**src/rtl/ssmsg_scroller.sv**
```systemverilog
// Scrolls a buffered message of 5-bit decoder codes right-to-left across DIGITS positions.
// Optional SSMSG_LOOP_EN: repeat the message until stop instead of ending after one pass.
module ssmsg_scroller #(
  parameter int DIGITS      = 8,
  parameter int MSG_LEN     = 16,
  parameter int STEP_CYCLES = 25
) (
  input  logic                         clk,
  input  logic                         n_rst,
  input  logic                         wr_en,
  input  logic [$clog2(MSG_LEN)-1:0]   wr_addr,
  input  logic [4:0]                   wr_char,
  input  logic [$clog2(MSG_LEN+1)-1:0] msg_len,
  input  logic                         start,
  input  logic                         stop,
  output logic                         busy,
  output logic                         done,
  output logic [DIGITS*5-1:0]          codes,
  output logic [DIGITS-1:0]            enables
);

  localparam int AW  = $clog2(MSG_LEN);
  localparam int LW  = $clog2(MSG_LEN+1);
  localparam int PW  = $clog2(MSG_LEN+DIGITS);
  localparam int PSW = (STEP_CYCLES > 1) ? $clog2(STEP_CYCLES) : 1;

  typedef enum logic {IDLE, SCROLL} state_t;

  state_t         state;
  logic [PW-1:0]  pos;
  logic [PSW-1:0] presc;
  logic [LW-1:0]  len_reg;
  logic [4:0]     msg_mem [MSG_LEN];

  logic [LW-1:0]  len_clamped;
  logic [PW-1:0]  pos_next;
  logic [PW-1:0]  end_pos;

  assign len_clamped = (int'(msg_len) > MSG_LEN) ? LW'(MSG_LEN) : msg_len;
  assign pos_next    = pos + PW'(1);
  // First position at which every character has left the display.
  assign end_pos     = PW'(len_reg) + PW'(DIGITS-1);
  assign busy        = (state == SCROLL);

  // Message buffer is deliberately not reset; it is only writable while idle.
  always_ff @(posedge clk) begin
    if (wr_en && (state == IDLE) && (int'(wr_addr) < MSG_LEN))
      msg_mem[wr_addr] <= wr_char;
  end

  always_ff @(posedge clk or negedge n_rst) begin
    if (!n_rst) begin
      state   <= IDLE;
      pos     <= '0;
      presc   <= '0;
      len_reg <= '0;
      done    <= 1'b0;
    end else begin
      done <= 1'b0;
      case (state)
        IDLE: begin
          if (start && !stop) begin
            len_reg <= len_clamped;
            pos     <= '0;
            presc   <= '0;
            if (msg_len == '0)
              done  <= 1'b1;
            else
              state <= SCROLL;
          end
        end
        SCROLL: begin
          if (stop) begin
            state <= IDLE;
            pos   <= '0;
            presc <= '0;
          end else if (presc == PSW'(STEP_CYCLES-1)) begin
            presc <= '0;
            if (pos_next == end_pos) begin
              done  <= 1'b1;
              pos   <= '0;
`ifdef SSMSG_LOOP_EN
              state <= SCROLL;
`else
              state <= IDLE;
`endif
            end else begin
              pos <= pos_next;
            end
          end else begin
            presc <= presc + PSW'(1);
          end
        end
        default: state <= IDLE;
      endcase
    end
  end

  // Digit d shows message index pos-d when that index lies inside the message.
  for (genvar gi = 0; gi < DIGITS; gi++) begin : g_digit
    logic [PW:0] idx;
    logic        in_range;
    assign idx      = {1'b0, pos} - (PW+1)'(gi);
    assign in_range = (state == SCROLL) && ({1'b0, pos} >= (PW+1)'(gi)) &&
                      (idx < (PW+1)'(len_reg));
    assign enables[gi]         = in_range;
    assign codes[5*gi +: 5]    = in_range ? msg_mem[idx[AW-1:0]] : 5'd0;
  end

endmodule
```
**config.mk**
```make
export PLATFORM = sky130hd
export DESIGN_NAME = ssmsg_scroller
export DESIGN_NICKNAME = d
export VERILOG_FILES = /design/src/rtl/ssmsg_scroller.sv
export SDC_FILE = /design/constraint.sdc
export NUM_CORES = 1
export LEC_CHECK = 0
export CAP_MARGIN = 15
export CORE_MARGIN = 5
export CORE_UTILIZATION = 48
export CTS_CLUSTER_DIAMETER = 30
export DETAILED_ROUTE_END_ITERATION = 10
export PLACE_DENSITY = 0.78
export SYNTH_ARGS = -nofsm -noshare
export SYNTH_HDL_FRONTEND = slang
export SYNTH_SLANG_ARGS = --single-unit
```
**constraint.sdc**
```tcl
create_clock -name clk -period 4.4 [get_ports clk]
set_input_delay 0.66 -clock clk [delete_from_list [all_inputs] [get_ports clk]]
set_output_delay 0.66 -clock clk [all_outputs]
set_load 0.005 [all_outputs]
```
==> summary.txt, run 1 <==
Synth
  – Largest family of logic cells by synthesized area: multiplexers
  – Top cells by area, synth: mux4_2 34%, edfxtp_1 30%, ha_1 7.5%
  – Number of synthesized flops with an enable pin: 80
  – Syn nets: 609
  – Synth cell count leaders: 120 x mux4_2, 80 x edfxtp_1, 47 x ha_1
  – Most common cell in the netlist: mux4_2
  – Synth Area in XOR/XNOR: 0.03283
  – Most used DFF post-synth: edfxtp_1
  – Post-synthesis compound-gate area fraction: 0.06043
  – Post-synthesis sequential area ratio: 0.3584
  – Synth warn: 0
  – Register bit total from synthesis: a little under 100
  – Mux share of post-synthesis cell area: 0.3440
  – Distinct cells, synth: 50
  – Gate Count Post-Synth: 543
  – Post-Synth Adder-Cell Area: 0.07454
  – Fraction of registers with async set/reset: 0.1753
  – Simple logic cell fraction of the synthesized area: 0.08628
  – Synth area leader: mux4_2
  – Cell Area, Synth: between 0.007 and 0.008 mm²
  – Avg Inst Size Synth: ~15 µm²
  – Top cell type's share of synthesized area: 0.3426

Worst setup path
  – CP required: approximately 3.7 ns
  – Startpoint Class: flop
  – Worst EP arrival: 3.66 ns
  – CP Max Fanout: 8
  – Reg2reg end: pos[0]$_DFFE_PN0P_
  – R2R setup slack: 1.85 ns
  – Critical path type: flop to primary output
  – Reg2Reg Launch Point: pos[1]$_DFFE_PN0P_
  – Cells on worst reg2reg path: 7
  – Worst setup EP type: primary output

Route
  – DRT iter0 DRCs: roughly 630
  – Via Count: 5532
  – Antenna-violating nets left: 0
  – DR vias/cell: 6.755
  – DRC Markers: 0
  – WL final: 21760 µm
  – First-pass iteration count of the detailed router: 5
  – Wirelength per Cell: about 27 µm

Timing
  – Unrepaired setup endpoints after global routing: false
  – Final hold vios: 0
  – Max_slew headroom: 0.3123
  – Final period util: 0.9820
  – Peak Freq: 231.4 MHz
  – Setup tns final: 0 ns
  – Number of setup violations in the final report: 0
  – Clk_skew: between 0.015 and 0.02 ns
  – Max Slew Vio Count: 0
  – Worst slew pin tran: slightly above 1 ns
  – Min Clock Period, post-route: around 4.3 ns

Layout
  – Largest register FFs: 80
  – Antenna Cells: 0
  – Layout overhead on the synthesized area: 14.54%
  – Layout cell share with drive strength beyond 1: 0.2703
  – Largest Register: msg_mem
  – Nets: around 660
  – Post-route cell area: between 0.009 and 0.01 mm²

Hold path
  – Hold Crit Depth: 2
  – Hold path startpoint: len_reg[1]$_DFFE_PN0P_
  – Class of the worst hold path: flop to flop
  – Hold Path End: len_reg[1]$_DFFE_PN0P_

Pwr
  – Clk pwr share: 0.320
  – Sequential power share: 0.427
  – Leak: roughly 0.0029 µW
  – VDD IR-drop max: about 0.00035 V
  – Pwr Density: approximately 280 mW/mm²
  – Combinational Power Share: 0.254
  – Switching pwr: roughly 830 µW
  – Internal power: ~1700 µW
  – Switching Share: 0.3263

CTS
  – TritonCTS Buffers: 9
  – Clock tree sinks: between 90 and 100
  – Register clock-pin slew on the reported worst setup and hold paths: about 0.07 ns
  – H-tree levels: 3
  – Hold Buf Count CTS: 0
  – Worst skew pair latency: 0.37 ns
  – Post-CTS sizing: 0
  – CTS tree: yes
  – CTS root buf: clkbuf_16
  – Clk buf depth: 2
  – Post-CTS setup buffer count: 0

Die
  – DIE HEIGHT: between 100 and 150 µm
  – Die area: approximately 0.019 mm²
  – Ports: slightly below 70
  – Initial Utilization: 0.4930
  – DIE WIDTH: roughly 140 µm
  – # rows: 46
  – Core ar.: 0.01600 mm²

Place
  – Cell area after placement: 0.008725 mm²
  – Detailed placer's ending HPWL: roughly 17000 µm
  – GPL Wtd Cong: just over 1
  – Port bufs: 68

Run status
  – Status: finished clean

Global routing
  – Vias in the first global route: ~5600
  – Overflow after GRT: 0
  – First-pass GRT wire length: ~33000 µm
  – Initial antenna violation count: 0
  – Largest net degree at the start of global routing: 87
  – GRT Util Overall: 0.2305

Job
  – Max-cap violation count: 0
[metal layers]
layer / track usage / up-vias / routed length, µm
li1: - / 2318 / -
met1: 0.2858 / 2847 / 7776
met2: 0.3995 / 316 / 11350
met3: 0.04345 / 51 / 1775
met4: 0.09412 / 0 / 858
met5: 0 / - / 0
[cells in the final DEF, fill, tap and decap left out, drive strengths merged, types with 2 or more instances in the layout]
cell,n
a21oi,8
inv,33
nor3b,30
nand2b,8
buf,11
nand2,25
mux4,120
nand4,2
a21boi,3
a22o,2
o21bai,2
o211ai,2
nor2,24
nor3,7
a211o,4
nand3,5
xnor2,19
clkbuf,9
or3,2
xor2,2
edfxtp,80
a221o,2
clkinv,4
a21o,4
clkdlybuf4s50,68
dfrtp,17
ha,47
nor2b,16
o21a,18
o21ai,17
[metrics by stage]
step                power, µW    util  worst slack (ns)  cells  hold slack (ns)
global route             2660  0.5647           0.01529    819           0.5663
global placement         1710  0.5453            0.6949    803           0.5011
CTS                      2545  0.5643            0.1425    819           0.5357
detailed placement       1746  0.5453            0.5585    803           0.5191
finish                   2543  0.5647           0.07924    819           0.5342
floorplan                1500       -            0.4717    543           0.3644
[cells by family (layout without fill, tap and decap cells)]
family / Yosys count / after routing
buf+inv: 65 / 125
flops: 97 / 97
xor+xnor: 22 / 22
fa+ha+maj: 47 / 47
mux: 121 / 121
compound gates: 68 / 68
simple gates: 123 / 123
[worst max path at each step]
stage | to | slack (ns) | from
2_1_floorplan | codes[25] | 0.47 | pos[1]$_DFFE_PN0P_
3_3_place_gp | codes[8] | 0.69 | pos[0]$_DFFE_PN0P_
3_5_place_dp | codes[8] | 0.56 | pos[0]$_DFFE_PN0P_
4_1_cts | codes[8] | 0.14 | pos[0]$_DFFE_PN0P_
5_1_grt | codes[20] | 0.02 | pos[3]$_DFFE_PN0P_
6_report | codes[20] | 0.08 | pos[3]$_DFFE_PN0P_
[cell type report]
cell class                 instances  area (µm²)
inverter                          30       112.6
multi-input combinational        381        4728
sequential                        97        2833
clock inverter                     7       78.83
fill                            1293        6964
timing repair buffer              79       788.3
clock buffer                       9       225.2
tap                              216       270.3
[power groups by stage]
stage          registers, µW  logic, µW  clock network (µW)
6_report                1080        645                 813
5_1_grt                 1090        721                 849
4_1_cts                 1080        644                 817
3_5_place_dp            1100        641                   0
3_3_place_gp            1100        611                   0
2_1_floorplan           1090        415                   0
[critical path: stages (launching register included)]
cell	delay (ns)
dfrtp_1	0.37
clkinv_1	0.39
ha_1	0.59
inv_1	0.14
ha_1	0.30
a21o_1	0.17
a221o_1	0.50
nor2b_1	0.29
clkdlybuf4s50_1	0.56
No activity file was read; power rests on OpenSTA's default activity.
==> run 2, diff against run 1 <==
--- a/config.mk
+++ b/config.mk
@@ -7,10 +7,11 @@
 export LEC_CHECK = 0
 export CAP_MARGIN = 15
 export CORE_MARGIN = 5
-export CORE_UTILIZATION = 48
+export CORE_UTILIZATION = 30
 export CTS_CLUSTER_DIAMETER = 30
 export DETAILED_ROUTE_END_ITERATION = 10
-export PLACE_DENSITY = 0.78
+export PLACE_DENSITY = 0.57
+export SLEW_MARGIN = 20
 export SYNTH_ARGS = -nofsm -noshare
 export SYNTH_HDL_FRONTEND = slang
 export SYNTH_SLANG_ARGS = --single-unit
==> constraint.sdc (replaced) <==
create_clock -name clk -period 4.4 [get_ports clk]
set_input_delay 0.66 -clock clk [delete_from_list [all_inputs] [get_ports clk]]
set_output_delay 0.66 -clock clk [all_outputs]
set_load 0.01 [all_outputs]
==> summary.txt, run 2 (same netlist as run 1, synthesis figures left out) <==
Die
  – DIE HEIGHT: 172.2 µm (+25%)
  – Ports: 69 (unchanged)
  – DIE WIDTH: 172.2 µm (+25%)
  – Initial Utilization: 0.3036 (-0.1894)
  – # rows: 59 (+28%)
  – Die area: 0.02964 mm² (+55%)
  – Core ar.: 0.02598 mm² (+62%)

Layout
  – Layout cell share with drive strength beyond 1: 0.2732 (+0.002864)
  – Largest register FFs: 80 (unchanged)
  – Multi-input logic area: 0.004745 mm² (+0.34%)
  – Nets: 665 (+0.15%)
  – Highest-count cells in the layout ignoring fill and taps: 120 x mux4_2, 80 x edfxtp_1, 68 x clkdlybuf4s50_1
  – Layout fillers: 2488 (+92%)
  – FF/Latch Area: 0.002833 mm² (unchanged)
  – Layout overhead on the synthesized area: 17.03%
  – Largest Register: msg_mem
  – Antenna Cells: 0 (unchanged)
  – Most common cell after layout, fill and taps aside: mux4_2

CTS
  – TritonCTS Buffers: 9 (unchanged)
  – Post-CTS setup buffer count: 0 (unchanged)
  – CTS tree: yes
  – H-tree levels: 3 (unchanged)
  – Worst skew pair latency: 0.36 ns (about the same)
  – CTS root buf: clkbuf_16
  – Clk buf depth: 2 (unchanged)
  – Clock tree sinks: 97 (unchanged)
  – Register clock-pin slew on the reported worst setup and hold paths: 0.07 ns (about the same)

Place
  – Port bufs: 68 (unchanged)
  – GPL Wtd Cong: 0.8925 (-11%)
  – Detailed placer's ending HPWL: 18390 µm (+9.5%)

Timing
  – Setup tns final: 0 ns (unchanged)
  – Number of setup violations in the final report: 0 (unchanged)
  – Min Clock Period, post-route: 4.223 ns (-0.09822 ns)
  – Worst slew pin tran: 1.070 ns (+0.04665 ns)
  – Max_slew headroom: 0.2810 (-0.03134)
  – Unrepaired setup endpoints after global routing: false
  – Max Slew Vio Count: 0 (unchanged)
  – Peak Freq: 236.8 MHz (+2.3%)
  – Final period util: 0.9597 (-0.02232)
  – Clk_skew: 0.009369 ns (-0.006140 ns)
  – Final hold slack: 0.5443 ns (+0.01009 ns)
  – Final hold vios: 0 (unchanged)

Global routing
  – Largest net degree at the start of global routing: 86 (-1.1%)
  – First-pass GRT wire length: 35220 µm (+5.6%)
  – Vias in the first global route: 5454 (-1.9%)
  – GRT Util Overall: 0.1615 (-0.06901)
  – Overflow after GRT: 0 (unchanged)
  – Initial antenna violation count: 0 (unchanged)

Route
  – DR vias/cell: 5.818 (-14%)
  – DRC Markers: 0 (unchanged)
  – Via Count: 5463 (-1.2%)
  – WL final: 23970 µm (+10%)
  – Wirelength per Cell: 25.53 µm (-3.9%)
  – DRT iter0 DRCs: 501 (-20%)
  – First-pass iteration count of the detailed router: 5 (unchanged)
  – Antenna-violating nets left: 0 (unchanged)

Worst setup path
  – Worst setup EP type: primary output
  – Critical path type: flop to primary output
  – Worst EP arrival: 3.56 ns (-0.10 ns)
  – CP Max Fanout: 40 (+32)
  – Startpoint Class: flop
  – CP required: 3.74 ns (about the same)

Hold path
  – Class of the worst hold path: flop to flop

Run status
  – Status: finished clean

Job
  – Max-cap violation count: 0 (unchanged)

Pwr
  – VDD IR-drop max: 0.0002059 V (-41%)
  – Leak: 0.002884 µW (+0.43%)
  – Pwr Density: 274.0 mW/mm² (-2.6%)
-- run 2: critical path, cell delays in order, from the launching register on --
cell and delay [ns]:
dfrtp_4 0.52, inv_1 0.13, ha_2 0.43, buf_12 0.29, mux4_2 0.64, mux4_2 0.51, nor3b_1 0.16, clkdlybuf4s50_1 0.49
-- run 2: path summary, 6_finish.rpt --
| check | cells after the start | endpoint | startpoint | slack [ns] |
|---|---|---|---|---|
| min in group asynchronous | 1 | pos[0]$_DFFE_PN0P_ | n_rst | 0.79 |
| worst min-delay path | 2 | presc[4]$_DFFE_PN0P_ | presc[4]$_DFFE_PN0P_ | 0.54 |
| worst min register to register | 2 | presc[4]$_DFFE_PN0P_ | presc[4]$_DFFE_PN0P_ | 0.54 |
| max in group asynchronous | 1 | pos[0]$_DFFE_PN0P_ | n_rst | 3.00 |
| worst max register to register | 7 | pos[3]$_DFFE_PN0P_ | pos[2]$_DFFE_PN0P_ | 1.79 |
| worst max-delay path | 7 | codes[16] | pos[0]$_DFFE_PN0P_ | 0.18 |
-- run 2: area by class of cell --
class | count | area share
well taps | 335 | 0.04540
repair buffers | 80 | 0.08890
multi-input cells | 381 | 0.5139
clock inverters | 7 | 0.008402
inverters | 30 | 0.01220
flip-flops and latches | 97 | 0.3068
clock buffers | 9 | 0.02439
-- run 2: power by group --
group / total (µW) / leakage, µW / switching (µW) / internal (µW)
sequential: 1080 / 0.000945 / 48.7 / 1030
combinational: 650 / 0.00179 / 382 / 267
clock: 797 / 0.000146 / 391 / 405
total: 2530 / 0.00288 / 822 / 1710
-- run 2: what timing repair did --
item | in CTS | in global routing
gates resized for setup | 0 | 3
hold buffers | 0 | 0
endpoints found under the setup margin | 0 | 7
-- run 2: routing by layer --
layer / up-vias / GRT usage / part of all wire
met5: - / 0 / 0
li1: 2321 / - / -
met4: 0 / 0.04853 / 0.029
met1: 2861 / 0.2045 / 0.38
met3: 38 / 0.02126 / 0.061
met2: 243 / 0.2889 / 0.53
-- run 2: through the flow --
| step | instances | utilization | total power, µW | worst slack (ns) | cell area, µm² |
|---|---|---|---|---|---|
| after floorplan | 543 | - | 1508 | 0.3640 | 7889 |
| after global placement | 922 | 0.3415 | 1732 | 0.6180 | 8874 |
| after detailed placement | 922 | 0.3415 | 1757 | 0.5408 | 8874 |
| after CTS | 938 | 0.3531 | 2549 | 0.1347 | 9176 |
| after global routing | 939 | 0.3553 | 2652 | 0.05344 | 9233 |
| final | 939 | 0.3553 | 2530 | 0.1775 | 9233 |
==> run 3, diff against run 2 <==
--- a/config.mk
+++ b/config.mk
@@ -7,7 +7,7 @@
 export LEC_CHECK = 0
 export CAP_MARGIN = 15
 export CORE_MARGIN = 5
-export CORE_UTILIZATION = 30
+export CORE_UTILIZATION = 28
 export CTS_CLUSTER_DIAMETER = 30
 export DETAILED_ROUTE_END_ITERATION = 10
 export PLACE_DENSITY = 0.57
==> summary.txt, run 3 (same netlist as run 1, synthesis figures left out) <==
Run status
  – Status: finished clean

Place
  – Port bufs: 68 (unchanged)
  – Detailed placer's ending HPWL: 17680 µm (-3.8%)
  – GPL Wtd Cong: 0.8829 (-1.1%)

Hold path
  – Hold path startpoint: len_reg[1]$_DFFE_PN0P_
  – Class of the worst hold path: flop to flop

Pwr
  – Pwr Density: 272.2 mW/mm² (-0.67%)
  – VDD IR-drop max: 0.0001578 V (-23%)
  – Leak: 0.002890 µW (+0.19%)
  – Overall power: 2526 µW (-0.15%)

Timing
  – Final hold slack: 0.5334 ns (-0.01089 ns)
  – Min Clock Period, post-route: 4.154 ns (-0.06879 ns)
  – Max Slew Vio Count: 0 (unchanged)
  – Number of setup violations in the final report: 0 (unchanged)
  – Final period util: 0.9440 (-0.01563)
  – Clk_skew: 0.006632 ns (-0.002737 ns)
  – Worst slew pin tran: 0.8091 ns (-0.2612 ns)
  – Final hold vios: 0 (unchanged)
  – Peak Freq: 240.7 MHz (+1.7%)
  – Max_slew headroom: 0.4565 (+0.1755)

Die
  – Ports: 69 (unchanged)
  – Initial Utilization: 0.2840 (-0.01963)
  – DIE HEIGHT: 177.9 µm (+3.3%)
  – # rows: 61 (+3.4%)
  – DIE WIDTH: 177.9 µm (+3.3%)
  – Die area: 0.03163 mm² (+6.7%)
  – Core ar.: 0.02778 mm² (+6.9%)

Global routing
  – GRT Util Overall: 0.1475 (-0.01401)
  – First-pass GRT wire length: 33940 µm (-3.6%)
  – Overflow after GRT: 0 (unchanged)
  – Vias in the first global route: 5187 (-4.9%)
  – Largest net degree at the start of global routing: 87 (+1.2%)
  – Initial antenna violation count: 0 (unchanged)

Layout
  – Layout fillers: 2752 (+11%)
  – Most common cell after layout, fill and taps aside: mux4_2
  – Nets: 667 (+0.30%)
  – FF/Latch Area: 0.002833 mm² (unchanged)
  – Largest Register: msg_mem
  – Multi-input logic area: 0.004740 mm² (-0.11%)
  – Layout overhead on the synthesized area: 17.64%
  – Antenna Cells: 0 (unchanged)
  – Layout cell share with drive strength beyond 1: 0.2739 (+0.0007486)
  – Highest-count cells in the layout ignoring fill and taps: 120 x mux4_2, 80 x edfxtp_1, 68 x clkdlybuf4s50_1
  – Largest register FFs: 80 (unchanged)

Worst setup path
  – CP required: 3.74 ns (about the same)
  – R2R setup slack: 1.85 ns (+0.06 ns)
  – Critical path type: flop to primary output
  – Worst EP arrival: 3.49 ns (-0.07 ns)
  – CP Max Fanout: 40 (unchanged)
  – Startpoint Class: flop
  – Worst setup EP type: primary output
  – Reg2Reg Launch Point: pos[2]$_DFFE_PN0P_
  – Worst setup path endpoint: codes[38]
  – Crit. Startpoint: pos[1]$_DFFE_PN0P_
  – Reg2reg end: pos[4]$_DFFE_PN0P_
  – Cells on worst reg2reg path: 7 (unchanged)

Route
  – WL final: 22830 µm (-4.8%)
  – Wirelength per Cell: 23.20 µm (-9.1%)
  – DRT iter0 DRCs: 458 (-8.6%)
  – DR vias/cell: 5.349 (-8.1%)
  – Antenna-violating nets left: 0 (unchanged)
  – First-pass iteration count of the detailed router: 5 (unchanged)
  – Via Count: 5263 (-3.7%)
  – DRC Markers: 0 (unchanged)

CTS
  – CTS root buf: clkbuf_16
  – Clock tree sinks: 97 (unchanged)
  – Register clock-pin slew on the reported worst setup and hold paths: 0.07 ns (about the same)
  – Worst skew pair latency: 0.35 ns (about the same)
  – Hold Buf Count CTS: 0 (unchanged)
  – CTS tree: yes
  – H-tree levels: 3 (unchanged)
  – Clk buf depth: 2 (unchanged)
  – TritonCTS Buffers: 9 (unchanged)

Job
  – Max-cap violation count: 0 (unchanged)
-- run 3: worst max-delay path: stages (launching register included) --
cell and delay (ns):
dfrtp_2 0.47, inv_1 0.16, ha_2 0.45, buf_12 0.29
mux4_2 0.60, mux4_2 0.49, nor3b_1 0.16, clkdlybuf4s50_1 0.49
-- run 3: worst min-delay path by stage --
stage | end | slack [ns] | depth (start not counted)
final | len_reg[1]$_DFFE_PN0P_ | 0.53 | 2
after global routing | len_reg[4]$_DFFE_PN0P_ | 0.57 | 1
after CTS | len_reg[1]$_DFFE_PN0P_ | 0.53 | 2
after detailed placement | len_reg[1]$_DFFE_PN0P_ | 0.52 | 2
after global placement | len_reg[1]$_DFFE_PN0P_ | 0.52 | 2
after floorplan | busy$_DFF_PN0_ | 0.36 | 0
-- run 3: area by class of cell --
class	instances	area share
flip-flops and latches	97	0.3052
clock inverters	7	0.008494
well taps	378	0.05096
inverters	30	0.01213
clock buffers	9	0.02427
repair buffers	82	0.08818
multi-input cells	381	0.5107
-- run 3: timing repair --
item / in CTS / in global routing
gates resized for setup: 0 / 3
endpoints found under the setup margin: 0 / 13
setup buffers: 0 / 0
-- run 3: layer usage --
metal  part of all wire  global-route usage  up-vias
met2               0.50              0.2449      186
met5                  0                   0        -
met1               0.41              0.1933     2712
met3              0.046             0.02258       37
li1                   -                   -     2328
met4              0.043             0.06091        0
-- run 3: stage by stage --
step           instance area (µm²)   TNS (ns)  worst slack (ns)  instances    util
2_1_floorplan                 7889          0            0.3640        543       -
3_3_place_gp                  8950          0            0.5623        968  0.3221
3_5_place_dp                  8950          0            0.4961        968  0.3221
4_1_cts                       9254          0           0.09428        984  0.3331
5_1_grt                       9280  -0.009371         -0.009371        984  0.3340
6_report                      9280          0            0.2462        984  0.3340
-- run 3: where the power goes --
group,internal [µW],switching (µW),total (µW)
combinational,276,382,658
sequential,1030,37.4,1070
clock,405,391,796
total,1710,811,2530
